[config.mk]
export PLATFORM = sky130hd
export DESIGN_NAME = uart_load_ctrl_flat
export DESIGN_NICKNAME = d
export VERILOG_FILES = /design/src/rtl/bwn_if_pkg.sv /design/src/rtl/uart_load_ctrl_if.sv /design/src/rtl/uart_load_ctrl_byte_packer.sv /design/src/rtl/uart_load_ctrl.sv /design/src/flat_wrapper.sv
export SDC_FILE = /design/constraint.sdc
export NUM_CORES = 1
export LEC_CHECK = 0
export ABC_AREA = 1
export CAP_MARGIN = 20
export CELL_PAD_IN_SITES_DETAIL_PLACEMENT = 1
export CELL_PAD_IN_SITES_GLOBAL_PLACEMENT = 2
export CORE_MARGIN = 5
export CORE_UTILIZATION = 30
export CTS_CLUSTER_DIAMETER = 150
export CTS_CLUSTER_SIZE = 12
export DETAILED_ROUTE_END_ITERATION = 7
export HOLD_SLACK_MARGIN = 0.03
export PLACE_DENSITY_LB_ADDON = 0.1
export SLEW_MARGIN = 20
export SYNTH_ARGS = -nofsm -noshare
export SYNTH_HDL_FRONTEND = slang
export SYNTH_SLANG_ARGS = --single-unit
export TNS_END_PERCENT = 1
[constraint.sdc]
create_clock -name clk -period 3.6 [get_ports clk]
set_input_delay 0.36 -clock clk [delete_from_list [all_inputs] [get_ports clk]]
set_output_delay 0.36 -clock clk [all_outputs]
set_load 0.01 [all_outputs]
[src/rtl/bwn_if_pkg.sv]
// Shared types and constants for the BWN UART load path.
// Optional checksum stage: define LOAD_CHKSUM_EN.
package bwn_if_pkg;

  localparam int ADDR_W = 12;

  localparam logic [7:0] ACK_OK  = 8'hA5;
  localparam logic [7:0] ACK_ERR = 8'hEE;

  typedef enum logic [2:0] {
    ST_IDLE = 3'd0,
    ST_LOAD = 3'd1,
`ifdef LOAD_CHKSUM_EN
    ST_CHK  = 3'd2,
`endif
    ST_ACK  = 3'd3,
    ST_ACKW = 3'd4,
    ST_READ = 3'd5
  } state_t;

endpackage

[src/rtl/uart_load_ctrl_if.sv]
// UART / buffer-RAM signal bundle of the load controller.
// master = environment side, slave = controller side.
interface uart_load_ctrl_if #(
  parameter int D_WL = 24
);

  logic                          w_x_en;
  logic [7:0]                    rx_data;
  logic                          rx_finish;
  logic                          tx_finish;
  logic                          rd_start;
  logic [bwn_if_pkg::ADDR_W-1:0] ram_w_addr;
  logic [D_WL-1:0]               ram_w_data;
  logic                          ram_w_en;
  logic [bwn_if_pkg::ADDR_W-1:0] ram_r_addr;
  logic                          ram_r_en;
  logic [7:0]                    tx_data;
  logic                          tx_en;
  logic                          d_o_valid;
  logic                          load_done;
  logic                          busy;
  logic                          chk_err;

  modport master (
    output w_x_en, rx_data, rx_finish,
    output tx_finish, rd_start,
    input  ram_w_addr, ram_w_data, ram_w_en,
    input  ram_r_addr, ram_r_en,
    input  tx_data, tx_en, d_o_valid,
    input  load_done, busy, chk_err
  );

  modport slave (
    input  w_x_en, rx_data, rx_finish,
    input  tx_finish, rd_start,
    output ram_w_addr, ram_w_data, ram_w_en,
    output ram_r_addr, ram_r_en,
    output tx_data, tx_en, d_o_valid,
    output load_done, busy, chk_err
  );

endinterface

[src/rtl/uart_load_ctrl_byte_packer.sv]
// MSB-first byte-to-word packer; pulses o_word_vld
// the cycle after the last byte of each word.
module byte_packer #(
  parameter int D_WL = 24
) (
  input  logic            clk,
  input  logic            rst,
  input  logic            i_clr,
  input  logic            i_byte_vld,
  input  logic [7:0]      i_byte,
  output logic [D_WL-1:0] o_word,
  output logic            o_word_vld
);

  localparam int BYTES = (D_WL + 7) / 8;
  localparam int SW    = BYTES * 8;
  localparam int CW    = (BYTES > 1) ? $clog2(BYTES) : 1;

  logic [SW-1:0] r_sh;
  logic [CW-1:0] r_cnt;
  logic          r_vld;

  // shift bytes in, count them, flag each completed word
  always_ff @(posedge clk or posedge rst) begin
    if (rst) begin
      r_sh  <= '0;
      r_cnt <= '0;
      r_vld <= 1'b0;
    end else begin
      r_vld <= 1'b0;
      if (i_clr) begin
        r_sh  <= '0;
        r_cnt <= '0;
      end else if (i_byte_vld) begin
        r_sh <= (r_sh << 8) | SW'(i_byte);
        if (r_cnt == CW'(BYTES - 1)) begin
          r_cnt <= '0;
          r_vld <= 1'b1;
        end else begin
          r_cnt <= r_cnt + 1'b1;
        end
      end
    end
  end

  assign o_word     = r_sh[D_WL-1:0];
  assign o_word_vld = r_vld;

endmodule

[src/rtl/uart_load_ctrl.sv]
// UART-fed load / readout sequencer for the BWN input buffer.
// Optional checksum stage: define LOAD_CHKSUM_EN.
module uart_load_ctrl
  import bwn_if_pkg::*;
#(
  parameter int CLK_Period = 20000000,
  parameter int D_WL       = 24,
  parameter int INPUT_SIZE = 20
) (
  input logic             clk,
  input logic             rst,
  uart_load_ctrl_if.slave bus
);

  localparam logic [ADDR_W-1:0] LAST =
    ADDR_W'(INPUT_SIZE - 1);

  if (INPUT_SIZE < 1 || INPUT_SIZE > 4096 ||
      CLK_Period < 1) begin : g_cfg_bad
    $error("uart_load_ctrl: bad parameters");
  end

  state_t            r_state;
  state_t            w_next;
  logic [ADDR_W-1:0] r_wc;
  logic [ADDR_W-1:0] r_ra;
  logic              r_load_done;
  logic              r_dv;
  logic [7:0]        r_tx_data;
  logic              r_chk_err;

  logic              w_abort;
  logic              w_wr;
  logic              w_last_wr;
  logic              w_start;
  logic              w_acc;
  logic              w_word_vld;
  logic [D_WL-1:0]   w_word;
  logic              w_ram_w_en;
  logic              w_ram_r_en;
  logic              w_tx_en;
  logic              w_busy;

  assign w_abort   = (r_state == ST_LOAD) &&
                     !bus.w_x_en;
  assign w_wr      = (r_state == ST_LOAD) &&
                     bus.w_x_en && w_word_vld;
  assign w_last_wr = w_wr && (r_wc == LAST);
  assign w_start   = (r_state == ST_IDLE) &&
                     bus.rx_finish && bus.w_x_en;
  assign w_acc     = w_start ||
                     ((r_state == ST_LOAD) &&
                      bus.rx_finish && bus.w_x_en &&
                      !w_last_wr);

  byte_packer #(
    .D_WL (D_WL)
  ) u_packer (
    .clk        (clk),
    .rst        (rst),
    .i_clr      (w_abort),
    .i_byte_vld (w_acc),
    .i_byte     (bus.rx_data),
    .o_word     (w_word),
    .o_word_vld (w_word_vld)
  );

  // state register
  always_ff @(posedge clk or posedge rst) begin
    if (rst) r_state <= ST_IDLE;
    else     r_state <= w_next;
  end

  // next-state: load wins over readout in IDLE
  always_comb begin
    w_next = r_state;
    unique case (r_state)
      ST_IDLE: begin
        if (w_start)
          w_next = ST_LOAD;
        else if (bus.rd_start && r_load_done)
          w_next = ST_READ;
      end
      ST_LOAD: begin
        if (w_abort)
          w_next = ST_IDLE;
        else if (w_last_wr)
`ifdef LOAD_CHKSUM_EN
          w_next = ST_CHK;
`else
          w_next = ST_ACK;
`endif
      end
`ifdef LOAD_CHKSUM_EN
      ST_CHK: begin
        if (bus.rx_finish) w_next = ST_ACK;
      end
`endif
      ST_ACK:  w_next = ST_ACKW;
      ST_ACKW: begin
        if (bus.tx_finish) w_next = ST_IDLE;
      end
      ST_READ: begin
        if (r_ra == LAST) w_next = ST_IDLE;
      end
      default: w_next = ST_IDLE;
    endcase
  end

  // state-decoded strobes
  always_comb begin
    w_ram_w_en = w_wr;
    w_ram_r_en = (r_state == ST_READ);
    w_tx_en    = (r_state == ST_ACK);
    w_busy     = (r_state != ST_IDLE);
  end

  // write word counter, cleared on abort or frame end
  always_ff @(posedge clk or posedge rst) begin
    if (rst)
      r_wc <= '0;
    else if (w_abort || w_last_wr)
      r_wc <= '0;
    else if (w_wr)
      r_wc <= r_wc + 1'b1;
  end

  // readout address walks 0..LAST once per request
  always_ff @(posedge clk or posedge rst) begin
    if (rst)
      r_ra <= '0;
    else if (r_state == ST_READ)
      r_ra <= (r_ra == LAST) ? '0 : r_ra + 1'b1;
  end

  // RAM read data arrives one cycle after the strobe
  always_ff @(posedge clk or posedge rst) begin
    if (rst) r_dv <= 1'b0;
    else     r_dv <= w_ram_r_en;
  end

`ifdef LOAD_CHKSUM_EN
  logic [7:0] r_sum;

  // running modulo-256 byte sum of the frame
  always_ff @(posedge clk or posedge rst) begin
    if (rst)
      r_sum <= '0;
    else if (w_start)
      r_sum <= bus.rx_data;
    else if (w_abort)
      r_sum <= '0;
    else if (w_acc)
      r_sum <= r_sum + bus.rx_data;
  end

  // compare checksum byte, pick ack code, latch error
  always_ff @(posedge clk or posedge rst) begin
    if (rst) begin
      r_tx_data <= '0;
      r_chk_err <= 1'b0;
    end else if ((r_state == ST_CHK) &&
                 bus.rx_finish) begin
      if (bus.rx_data == r_sum) begin
        r_tx_data <= ACK_OK;
        r_chk_err <= 1'b0;
      end else begin
        r_tx_data <= ACK_ERR;
        r_chk_err <= 1'b1;
      end
    end
  end
`else
  // ack code is fixed once the last word lands
  always_ff @(posedge clk or posedge rst) begin
    if (rst)
      r_tx_data <= '0;
    else if (w_last_wr)
      r_tx_data <= ACK_OK;
  end

  assign r_chk_err = 1'b0;
`endif

  // frame-resident flag: drops on a new load
  always_ff @(posedge clk or posedge rst) begin
    if (rst)
      r_load_done <= 1'b0;
    else if (w_start)
      r_load_done <= 1'b0;
    else if ((r_state == ST_ACKW) &&
             bus.tx_finish)
      r_load_done <= !r_chk_err;
  end

  assign bus.ram_w_addr = r_wc;
  assign bus.ram_w_data = w_word;
  assign bus.ram_w_en   = w_ram_w_en;
  assign bus.ram_r_addr = r_ra;
  assign bus.ram_r_en   = w_ram_r_en;
  assign bus.tx_data    = r_tx_data;
  assign bus.tx_en      = w_tx_en;
  assign bus.d_o_valid  = r_dv;
  assign bus.load_done  = r_load_done;
  assign bus.busy       = w_busy;
  assign bus.chk_err    = r_chk_err;

endmodule

[src/flat_wrapper.sv]
// flat-port wrapper written by rule: the top's interface ports become plain ports
module uart_load_ctrl_flat import bwn_if_pkg::*;
#(
  parameter int CLK_Period = 20000000,
  parameter int D_WL       = 24,
  parameter int INPUT_SIZE = 20
)
  (clk, rst, bus_w_x_en, bus_rx_data, bus_rx_finish, bus_tx_finish, bus_rd_start, bus_ram_w_addr, bus_ram_w_data, bus_ram_w_en, bus_ram_r_addr, bus_ram_r_en, bus_tx_data, bus_tx_en, bus_d_o_valid, bus_load_done, bus_busy, bus_chk_err);
  uart_load_ctrl_if #(.D_WL(D_WL)) bus_i ();
  input logic clk;
  input logic rst;
  input wire logic [$bits(bus_i.w_x_en)-1:0] bus_w_x_en;
  input wire logic [$bits(bus_i.rx_data)-1:0] bus_rx_data;
  input wire logic [$bits(bus_i.rx_finish)-1:0] bus_rx_finish;
  input wire logic [$bits(bus_i.tx_finish)-1:0] bus_tx_finish;
  input wire logic [$bits(bus_i.rd_start)-1:0] bus_rd_start;
  output wire logic [$bits(bus_i.ram_w_addr)-1:0] bus_ram_w_addr;
  output wire logic [$bits(bus_i.ram_w_data)-1:0] bus_ram_w_data;
  output wire logic [$bits(bus_i.ram_w_en)-1:0] bus_ram_w_en;
  output wire logic [$bits(bus_i.ram_r_addr)-1:0] bus_ram_r_addr;
  output wire logic [$bits(bus_i.ram_r_en)-1:0] bus_ram_r_en;
  output wire logic [$bits(bus_i.tx_data)-1:0] bus_tx_data;
  output wire logic [$bits(bus_i.tx_en)-1:0] bus_tx_en;
  output wire logic [$bits(bus_i.d_o_valid)-1:0] bus_d_o_valid;
  output wire logic [$bits(bus_i.load_done)-1:0] bus_load_done;
  output wire logic [$bits(bus_i.busy)-1:0] bus_busy;
  output wire logic [$bits(bus_i.chk_err)-1:0] bus_chk_err;
  assign bus_i.w_x_en = bus_w_x_en;
  assign bus_i.rx_data = bus_rx_data;
  assign bus_i.rx_finish = bus_rx_finish;
  assign bus_i.tx_finish = bus_tx_finish;
  assign bus_i.rd_start = bus_rd_start;
  assign bus_ram_w_addr = bus_i.ram_w_addr;
  assign bus_ram_w_data = bus_i.ram_w_data;
  assign bus_ram_w_en = bus_i.ram_w_en;
  assign bus_ram_r_addr = bus_i.ram_r_addr;
  assign bus_ram_r_en = bus_i.ram_r_en;
  assign bus_tx_data = bus_i.tx_data;
  assign bus_tx_en = bus_i.tx_en;
  assign bus_d_o_valid = bus_i.d_o_valid;
  assign bus_load_done = bus_i.load_done;
  assign bus_busy = bus_i.busy;
  assign bus_chk_err = bus_i.chk_err;
  uart_load_ctrl #(.CLK_Period(CLK_Period), .D_WL(D_WL), .INPUT_SIZE(INPUT_SIZE)) u_core (.clk(clk), .rst(rst), .bus(bus_i));
endmodule
==> impl_metrics.ini, run 1 <==
[clocking]
path_clk_slew_ns = 0.07
cts_max_path_buffers = 2
cts_setup_buffers = 0
holdBufCountCts = 0
post_cts_resized = 0
htreeDepth = 3
cts.sink_count = 57
clkLatencyLatePin_ns = 0.33
cts_made_buffers = 9
tritoncts = yes
cts_root_buf = clkbuf_8

[yosys]
ys.flop_type = dfrtp_1
netlist_instances = 377
synth_area_um2 = 2970
ys_warn_count = 0
synth_top_area_cell = dfrtp_1
synth_edf_count = 0
synthArstFlopShare = 1.00
ys_ff_latch = 57
synth.distinct_cells = 31
synth.avg_cell_area_um2 = 7.89
synth.area.top_cells = dfrtp_1, nand2_1, inv_1
ys_top_cells_by_count = nand2_1, dfrtp_1, inv_1, nor2_1, nand3_1
yosysMostFrequentCell = nand2_1
yosysSeqAreaShare = 0.480
netlist.area_leader.share = 0.480

[floorplanning]
fp.dieW_um = 110
core_area_um2 = 9730
rows = 36
die_height_um = 110
ioPinCount = 77
dieArea_um2 = 12000
start_util = 0.306

[layout]
diodes = 0
final_util = 0.407
layout-drive-gt1-share = 0.0706
syn_to_final_growth_pct = 33.3
finalNetCount = 464

[global_routing]
grt_pass1_vias = 2883
grt_max_degree = 35
grt-ovfl-total = 0
grt_pass1_wl_um = 13900
antenna_found_initial = 0
grtUsageTotal = 0.149

[power_and_ir_drop]
total_leakage_power_nw = 1.94
power_frac_comb = 0.396
p_per_area_nw_per_um2 = 665
power.share.switching = 0.365
power_switching_w = 0.000961
ir_drop_uv = 252
power.internal_w = 0.00167
clock_power_share = 0.239
pwr-share-seq = 0.364

[worst_setup_path]
cp_slowest_cell = nand2_2
cp_num_buf_inv = 0
crit_top_cell = nand2_1
crit_required_ns = 3.79
crit_family = simple AND/OR/NAND/NOR gates
path_cells = ha_1 -> nand2_1 -> nor2_1 -> nand3_1 -> o21bai_4 -> nand2_2 -> nand2_1 -> o21ai_1
start_kind = flop
arrival_ns = 2.64
cpPeakStageDelay_ns = 0.51
worstSetupPathType = flop to flop
worstSetupEndpointType = flop
worstPathMaxFanout = 34

[timing]
fmax_mhz = 408
finalHoldViolCount = 0
fin_crit_ns = 2.45
skew_ns = 0.0108
setup_slack_ns = 1.15
hold_slack_ns = 0.428
final.setup.tns_ns = 0
rsz0062_at_grt = false
fin_crit_sh = 0.680
slew_headroom = 0.590
worstMarginPinSlew_ns = 0.612
report.final.slew_viol_count = 0
setup-violations-final = 0

[placed_design]
io_buffers = 71
dp_slack_ns = 1.03
place.gp.congestion = 0.769
hpwl_um = 6110

[detailed_routing]
routed-wl-met3_um = 352
drt-total-wl_um = 8330
wl_met1_um = 3790
dr.pass1.iters = 4
drt_iter0_markers = 57
drc = 0
top_layer = met4
wl_per_cell_um = 14.2
drt-vias-per-instance = 4.62
vias = 2709
ant_nets = 0
wl_met2_um = 4070

[run]
maxCapViolCount = 0

[min_path]
hp-class = input pin to asynchronous set/reset pin

[status]
status = finished clean
==> sequential cells by signal, summed over array words and instances, names as in the netlist <==
name                        count
u_core.bus.load_done            1
u_core.bus.tx_data              1
u_core.r_state                  3
u_core.u_packer.o_word         24
u_core.u_packer.r_cnt           2
u_core.bus.d_o_valid            1
u_core.bus.ram_w_addr          12
u_core.bus.ram_r_addr          12
u_core.u_packer.o_word_vld      1
==> final cells by class <==
cell class | instances | area [um2]
fillers | 1189 | 5770
multi-input cells | 250 | 1210
clock buffers | 14 | 173
flip-flops and latches | 57 | 1430
inverters | 55 | 206
repair buffers | 75 | 741
clock inverters | 2 | 35.0
well taps | 133 | 166
==> cell usage in the layout (no fill, tap or decap), drive strengths merged <==
cell | netlist | final
xor2 | 8 | 8
nand3b | 1 | 1
o21ai | 19 | 19
clkbuf | 2 | 14
nand3 | 37 | 37
a22o | 1 | 1
o21bai | 2 | 2
xnor2 | 2 | 2
nand4 | 15 | 15
buf | 17 | 4
a21oi | 5 | 5
dfrtp | 57 | 57
clkinv | 0 | 1
bufinv | 0 | 1
a31oi | 3 | 3
conb | 1 | 5
nor4 | 1 | 1
inv | 55 | 55
nor3 | 6 | 6
o22ai | 1 | 1
nor2 | 38 | 38
clkdlybuf4s50 | 0 | 71
ha | 2 | 2
or2 | 2 | 2
nand2 | 102 | 102
==> layer usage <==
layer  GRT usage  up-vias
li1            -     1323
met1       0.184     1318
met4      0.0534        0
met5           0        -
met2       0.257       58
met3      0.0317       10
==> path summary, 6_finish.rpt <==
path | start | to | slack (ns) | cells past startpoint
setup / recovery | u_core.bus.ram_w_addr[0]$_DFFE_PP0P_ | u_core.u_packer.o_word[9]$_DFFE_PP0P_ | 1.15 | 8
hold / removal | rst | u_core.u_packer.o_word[13]$_DFFE_PP0P_ | 0.43 | 3
setup reg to reg | u_core.bus.ram_w_addr[0]$_DFFE_PP0P_ | u_core.u_packer.o_word[9]$_DFFE_PP0P_ | 1.15 | 8
hold reg to reg | u_core.u_packer.o_word[21]$_DFFE_PP0P_ | u_core.u_packer.o_word[21]$_DFFE_PP0P_ | 0.52 | 2
max in group asynchronous | rst | u_core.bus.ram_w_addr[11]$_DFFE_PP0P_ | 2.88 | 3
min in group clk | u_core.u_packer.o_word[21]$_DFFE_PP0P_ | u_core.u_packer.o_word[21]$_DFFE_PP0P_ | 0.52 | 2
==> cells by family after synthesis <==
family,Yosys count,synth area share
DFF,57,0.480
adders and majority gates,2,0.00842
and+or+nand+nor,202,0.304
xor gates and xnor gates,10,0.0295
other,1,0.00126
AOI/OAI and AO/OA,31,0.0606
buffers and inverters,74,0.117
==> worst min-delay path: stages <==
cell,delay [ns]
clkdlybuf4s50_1,0.41
inv_2,0.06
buf_4,0.34
==> metrics by stage <==
step | total power, W | cells | area (um2)
6_report | 0.00263 | 586 | 3960
5_1_grt | 0.00285 | 586 | 3960
4_1_cts | 0.00269 | 586 | 3960
3_5_place_dp | 0.00204 | 570 | 3750
3_3_place_gp | 0.00203 | 570 | 3750
2_1_floorplan | 0.00153 | 381 | 2990
==> power by group through the flow <==
stage          Combinational, W  Clock (W)  Sequential (W)
6_report                0.00104   0.000631        0.000959
4_1_cts                 0.00108   0.000654        0.000963
5_1_grt                 0.00117   0.000685        0.000988
3_5_place_dp            0.00107          0        0.000968
2_1_floorplan          0.000517          0         0.00101
3_3_place_gp            0.00106          0        0.000972
Power figures use the tool's default switching activity.
==> inputs of run 2 (changes only) <==
--- a/config.mk
+++ b/config.mk
@@ -10,7 +10,7 @@
 export CELL_PAD_IN_SITES_DETAIL_PLACEMENT = 1
 export CELL_PAD_IN_SITES_GLOBAL_PLACEMENT = 2
 export CORE_MARGIN = 5
-export CORE_UTILIZATION = 30
+export CORE_UTILIZATION = 25
 export CTS_CLUSTER_DIAMETER = 150
 export CTS_CLUSTER_SIZE = 12
 export DETAILED_ROUTE_END_ITERATION = 7
==> constraint.sdc (replaced) <==
create_clock -name clk -period 2.1 [get_ports clk]
set_input_delay 0.21 -clock clk [delete_from_list [all_inputs] [get_ports clk]]
set_output_delay 0.21 -clock clk [all_outputs]
set_load 0.01 [all_outputs]
==> run 2 against run 1 <==
  * Via count rose by 0.33%
  * Design area rose by 3.3%
  * Critical path depth rose by 1
  * Clock-buffer cell count fell by 2
  * Largest cell class unchanged
  * Global-route usage fell by 1.4 points
  * Non-clock buffer count rose by 8
  * Largest power group unchanged
  * Critical path type unchanged
  * Clock power rose by 110%
  * Flip-flop and latch count did not move
  * Final cell count rose by 2.6%
==> impl_metrics.ini, run 2 (synthesis results as in run 1) <==
[floorplanning]
rows = 39
fp.dieW_um = 119
ioPinCount = 77
core_area_um2 = 11500
start_util = 0.258
die_height_um = 119
dieArea_um2 = 14200

[layout]
diodes = 0
final_common_cell = nand2_1
layout_common_cells = nand2_1, clkdlybuf4s50_1, dfrtp_1
layout-drive-gt1-share = 0.0808
final_cells = 601
finalNetCount = 472
syn_to_final_growth_pct = 37.7
largest_register_ffs = 24

[timing]
finalHoldViolCount = 0
fin_crit_ns = 1.81
report.final.slew_viol_count = 0
hold_slack_ns = 0.167
final.setup.tns_ns = 0
fmax_mhz = 552
fin_crit_sh = 0.863
setup-violations-final = 0
rsz0062_at_grt = false
setup_slack_ns = 0.287
skew_ns = 0.00519

[power_and_ir_drop]
total_leakage_power_nw = 2.02
p_per_area_nw_per_um2 = 1180
pwr-share-seq = 0.339
finalPower_w = 0.00483
power_switching_w = 0.00173
power.share.switching = 0.358
clock_power_share = 0.268
power_frac_comb = 0.393
power.internal_w = 0.00310
ir_drop_uv = 493

[global_routing]
antenna_found_initial = 1
grt_pass1_wl_um = 15300
grt-ovfl-total = 0
grt_max_degree = 35
grt_pass1_vias = 3002
grtUsageTotal = 0.135

[worst_setup_path]
cpPeakStageDelay_ns = 0.41
rr_endpoint = u_core.u_packer.o_word[19]$_DFFE_PP0P_
crit_top_cell = nand2_1
worstSetupEndpointType = flop
cp_num_cells = 9
arrival_ns = 2.03
r2r_cells = 9
path_cells = ha_1 -> nand2_1 -> nor2_1 -> nand3_1 -> o21bai_4 -> nand2_2 -> buf_4 -> nand2_1 -> nand2_1
start_kind = flop
cp_num_buf_inv = 1
worstSetupPathType = flop to flop
cp_slowest_cell = dfrtp_1
timing.rr.start = u_core.bus.ram_w_addr[0]$_DFFE_PP0P_
crit_family = simple AND/OR/NAND/NOR gates
crit_required_ns = 2.31
cp-startpoint = u_core.bus.ram_w_addr[0]$_DFFE_PP0P_
regToRegSetupSlack_ns = 0.29
worstPathMaxFanout = 34

[detailed_routing]
drt-vias-per-instance = 4.52
wl_per_cell_um = 15.0
drt_iter0_markers = 76
vias = 2718
drc = 0
dr.pass1.iters = 4
drt-total-wl_um = 9040
ant_nets = 0

[clocking]
path_clk_slew_ns = 0.05
cts_made_buffers = 9
cts_max_path_buffers = 2
cts.sink_count = 57
htreeDepth = 3
clkLatencyLatePin_ns = 0.33
tritoncts = yes
cts_root_buf = clkbuf_16
holdBufCountCts = 0

[run]
maxCapViolCount = 0

[min_path]
hp-class = input pin to asynchronous set/reset pin

[placed_design]
place.gp.congestion = 0.741
hpwl_um = 6640
dp.cells = 586
io_buffers = 71
dp_slack_ns = 0.240

[status]
status = finished clean
## run 2: cell types whose count changed in the layout (fill, tap and decap cells not counted), sizes merged
cell and delta:
dlymetal6s2s +1, buf +8, clkbuf -2, bufinv -1, clkdlybuf4s50 -1
## run 2: stage by stage
stage          cell area [um2]  utilization
2_1_floorplan             2990            -
3_3_place_gp              3820        0.332
3_5_place_dp              3820        0.332
4_1_cts                   4080        0.354
5_1_grt                   4090        0.355
6_report                  4090        0.355
## run 2: metal layers
layer  share of wire  up-vias  GRT usage
met5          0.0014        -          0
met4           0.019        2     0.0587
met3           0.048       13     0.0403
met2            0.48       54      0.218
met1            0.45     1308      0.167
li1                -     1341          -
## run 2: area by class of cell
| cell class | count | area, um2 |
|---|---|---|
| Multi-Input combinational cell | 250 | 1210 |
| Inverter | 55 | 206 |
| Tap cell | 143 | 179 |
| Timing Repair Buffer | 83 | 816 |
| Sequential cell | 57 | 1430 |
| Clock buffer | 12 | 246 |
| Fill cell | 1392 | 7420 |
| Clock inverter | 1 | 5.00 |
## run 2: worst max-delay path by stage
| stage | to |
|---|---|
| 2_1_floorplan | u_core.bus.d_o_valid$_DFF_PP0_ |
| 3_3_place_gp | bus_ram_w_en |
| 3_5_place_dp | bus_ram_w_en |
| 4_1_cts | bus_ram_w_en |
| 5_1_grt | u_core.u_packer.o_word[5]$_DFFE_PP0P_ |
| 6_report | u_core.u_packer.o_word[19]$_DFFE_PP0P_ |
## run 2: power groups by stage
stage | Clock (W) | Combinational, W | Sequential (W)
finish | 0.00130 | 0.00190 | 0.00164
global route | 0.00139 | 0.00212 | 0.00169
CTS | 0.00134 | 0.00192 | 0.00165
detailed placement | 0 | 0.00192 | 0.00165
global placement | 0 | 0.00190 | 0.00166
floorplan | 0 | 0.000885 | 0.00174
## run 2: timing repair
action                     CTS  global route
setup endpoints to repair    0             1
resized for setup            0             1
setup buffers                0             2
## run 2: worst reg2reg max path, delay by kind of cell, from the launching register on
kind | cells | cell delay, ns
fa+ha+maj | 1 | 0.23
simple gates | 6 | 0.62
buf+inv | 1 | 0.24
flops | 1 | 0.41
compound gates | 1 | 0.20
==> inputs of run 3 (changes only) <==
--- a/config.mk
+++ b/config.mk
@@ -9,14 +9,13 @@
 export CAP_MARGIN = 20
 export CELL_PAD_IN_SITES_DETAIL_PLACEMENT = 1
 export CELL_PAD_IN_SITES_GLOBAL_PLACEMENT = 2
-export CORE_MARGIN = 5
+export CORE_MARGIN = 2
 export CORE_UTILIZATION = 25
 export CTS_CLUSTER_DIAMETER = 150
 export CTS_CLUSTER_SIZE = 12
 export DETAILED_ROUTE_END_ITERATION = 7
 export HOLD_SLACK_MARGIN = 0.03
 export PLACE_DENSITY_LB_ADDON = 0.1
-export SLEW_MARGIN = 20
 export SYNTH_ARGS = -nofsm -noshare
 export SYNTH_HDL_FRONTEND = slang
 export SYNTH_SLANG_ARGS = --single-unit
==> run 3 against run 2 <==
  * Combinational power barely moved
  * Clock power up 6%
  * Setup slack barely moved
  * Clock-buffer cell count grew 1
  * Die area is 9.8% lower
  * Critical endpoint is now bus_ram_r_en
  * Hold slack gained 0.094 ns
  * Highest routed layer is now met4
  * Non-clock buffer count decreased by 1
  * Sequential share of layout area down 0.14 points
  * The run now ends with DRC left
==> impl_metrics.ini, run 3 (synthesis results as in run 1) <==
[timing]
final.setup.tns_ns = 0
finalHoldViolCount = 0
report.final.slew_viol_count = 0
setup-violations-final = 0
rsz0062_at_grt = false
fmax_mhz = 551
fin_crit_sh = 0.864
fin_crit_ns = 1.81
skew_ns = 0.00410

[placed_design]
io_buffers = 71
hpwl_um = 6080
place.gp.congestion = 0.740
dp.cells = 585

[global_routing]
antenna_found_initial = 0
grt_pass1_wl_um = 14700
grt-ovfl-total = 0
grt_max_degree = 58
grtUsageTotal = 0.147
grt_pass1_vias = 2885

[floorplanning]
start_util = 0.258
dieArea_um2 = 12800
core_area_um2 = 11500
fp.dieW_um = 113
ioPinCount = 77
rows = 39
die_height_um = 113

[layout]
diodes = 0
final_common_cell = nand2_1
layout-drive-gt1-share = 0.0848
finalNetCount = 471
final_cells = 603
largest_register_ffs = 24
fillers = 1397
syn_to_final_growth_pct = 38.3
layout_common_cells = nand2_1, clkdlybuf4s50_1, dfrtp_1

[clocking]
cts_made_buffers = 9
cts_max_path_buffers = 2
holdBufCountCts = 0
cts_root_buf = clkbuf_16
cts.sink_count = 57
htreeDepth = 3
path_clk_slew_ns = 0.05
tritoncts = yes
clkLatencyLatePin_ns = 0.34

[worst_setup_path]
arrival_ns = 1.60
crit_required_ns = 1.89
start_kind = flop
worstSetupPathType = flop to output port
cp_slowest_cell = clkdlybuf4s50_1
path_cells = inv_1 -> nand3_2 -> inv_1 -> clkdlybuf4s50_1
crit_top_cell = inv_1
cpPeakStageDelay_ns = 0.54
worstSetupEndpointType = output port
crit_family = buffers and inverters
worstPathMaxFanout = 3
cp_num_buf_inv = 3

[power_and_ir_drop]
ir_drop_uv = 563
p_per_area_nw_per_um2 = 1200
total_leakage_power_nw = 2.03

[detailed_routing]
drc = 6
drt-vias-per-instance = 4.52
drt_iter0_markers = 65
wl_per_cell_um = 14.4
vias = 2723
dr.pass1.iters = 6
ant_nets = 0
drt-total-wl_um = 8700

[min_path]
hp-class = input pin to asynchronous set/reset pin

[status]
status = finished with violations
violations = DRC

[run]
maxCapViolCount = 0
[run 3: cell count changes in the layout (fill, tap and decap cells not counted)]
cell,previous run,this run
buf_4,11,10
clkbuf_8,1,2
clkinv_2,1,3
[run 3: area by class of cell]
type	instances	area, um2	area share
multi-input combinational	250	1210	0.296
inverter	55	206	0.0502
clock inverter	3	15.0	0.00365
sequential	57	1430	0.347
tap	143	179	0.0435
timing repair buffer	82	808	0.197
clock buffer	13	260	0.0633
[run 3: where the power goes]
group	internal, W	leakage [nW]	switching, W	total, W
combinational	0.000891	1.12	0.00101	0.00191
sequential	0.00141	0.770	0.000227	0.00163
clock	0.000856	0.139	0.000520	0.00138
[run 3: worst min-delay path, stage by stage]
cell             delay, ns
clkdlybuf4s50_1       0.41
inv_2                 0.07
buf_12                0.30
[run 3: routing by layer]
layer | up-vias | part of all wire | GRT usage
li1 | 1333 | - | -
met1 | 1331 | 0.44 | 0.175
met2 | 52 | 0.49 | 0.244
met3 | 7 | 0.058 | 0.0616
met4 | 0 | 0.0093 | 0.0415
met5 | - | 0 | 0
[run 3: worst paths after layout]
check,to,depth (start not counted),from,slack [ns]
worst max-delay path,bus_ram_r_en,4,u_core.r_state[1]$_DFFE_PP0P_,0.29
worst min-delay path,u_core.bus.ram_w_addr[6]$_DFFE_PP0P_,3,rst,0.26
worst max register to register,u_core.u_packer.o_word[14]$_DFFE_PP0P_,9,u_core.bus.ram_w_addr[0]$_DFFE_PP0P_,0.37
worst min register to register,u_core.bus.ram_w_addr[10]$_DFFE_PP0P_,2,u_core.bus.ram_w_addr[10]$_DFFE_PP0P_,0.51
max in group asynchronous,u_core.u_packer.o_word[6]$_DFFE_PP0P_,3,rst,1.58
min in group clk,u_core.u_packer.o_word[1]$_DFFE_PP0P_,3,bus_rx_data[1],0.43
[run 3: what timing repair did]
| action | in CTS | in global routing |
|---|---|---|
| buffers inserted | 0 | 2 |
| endpoints found under the setup margin | 0 | 1 |
| gates resized for setup | 0 | 1 |
[run 3: metrics by stage]
| stage | worst slack (ns) | area (um2) | hold slack (ns) | util | total power, W |
|---|---|---|---|---|---|
| finish | 0.287 | 4110 | 0.261 | 0.357 | 0.00491 |
| detailed placement | 0.242 | 3820 | 0.507 | 0.331 | 0.00357 |
| global route | 0.164 | 4110 | 0.307 | 0.357 | 0.00530 |
| floorplan | 0.490 | 2990 | 0.348 | - | 0.00262 |
| global placement | 0.270 | 3820 | 0.492 | 0.331 | 0.00355 |
| CTS | 0.0203 | 4090 | 0.272 | 0.355 | 0.00500 |
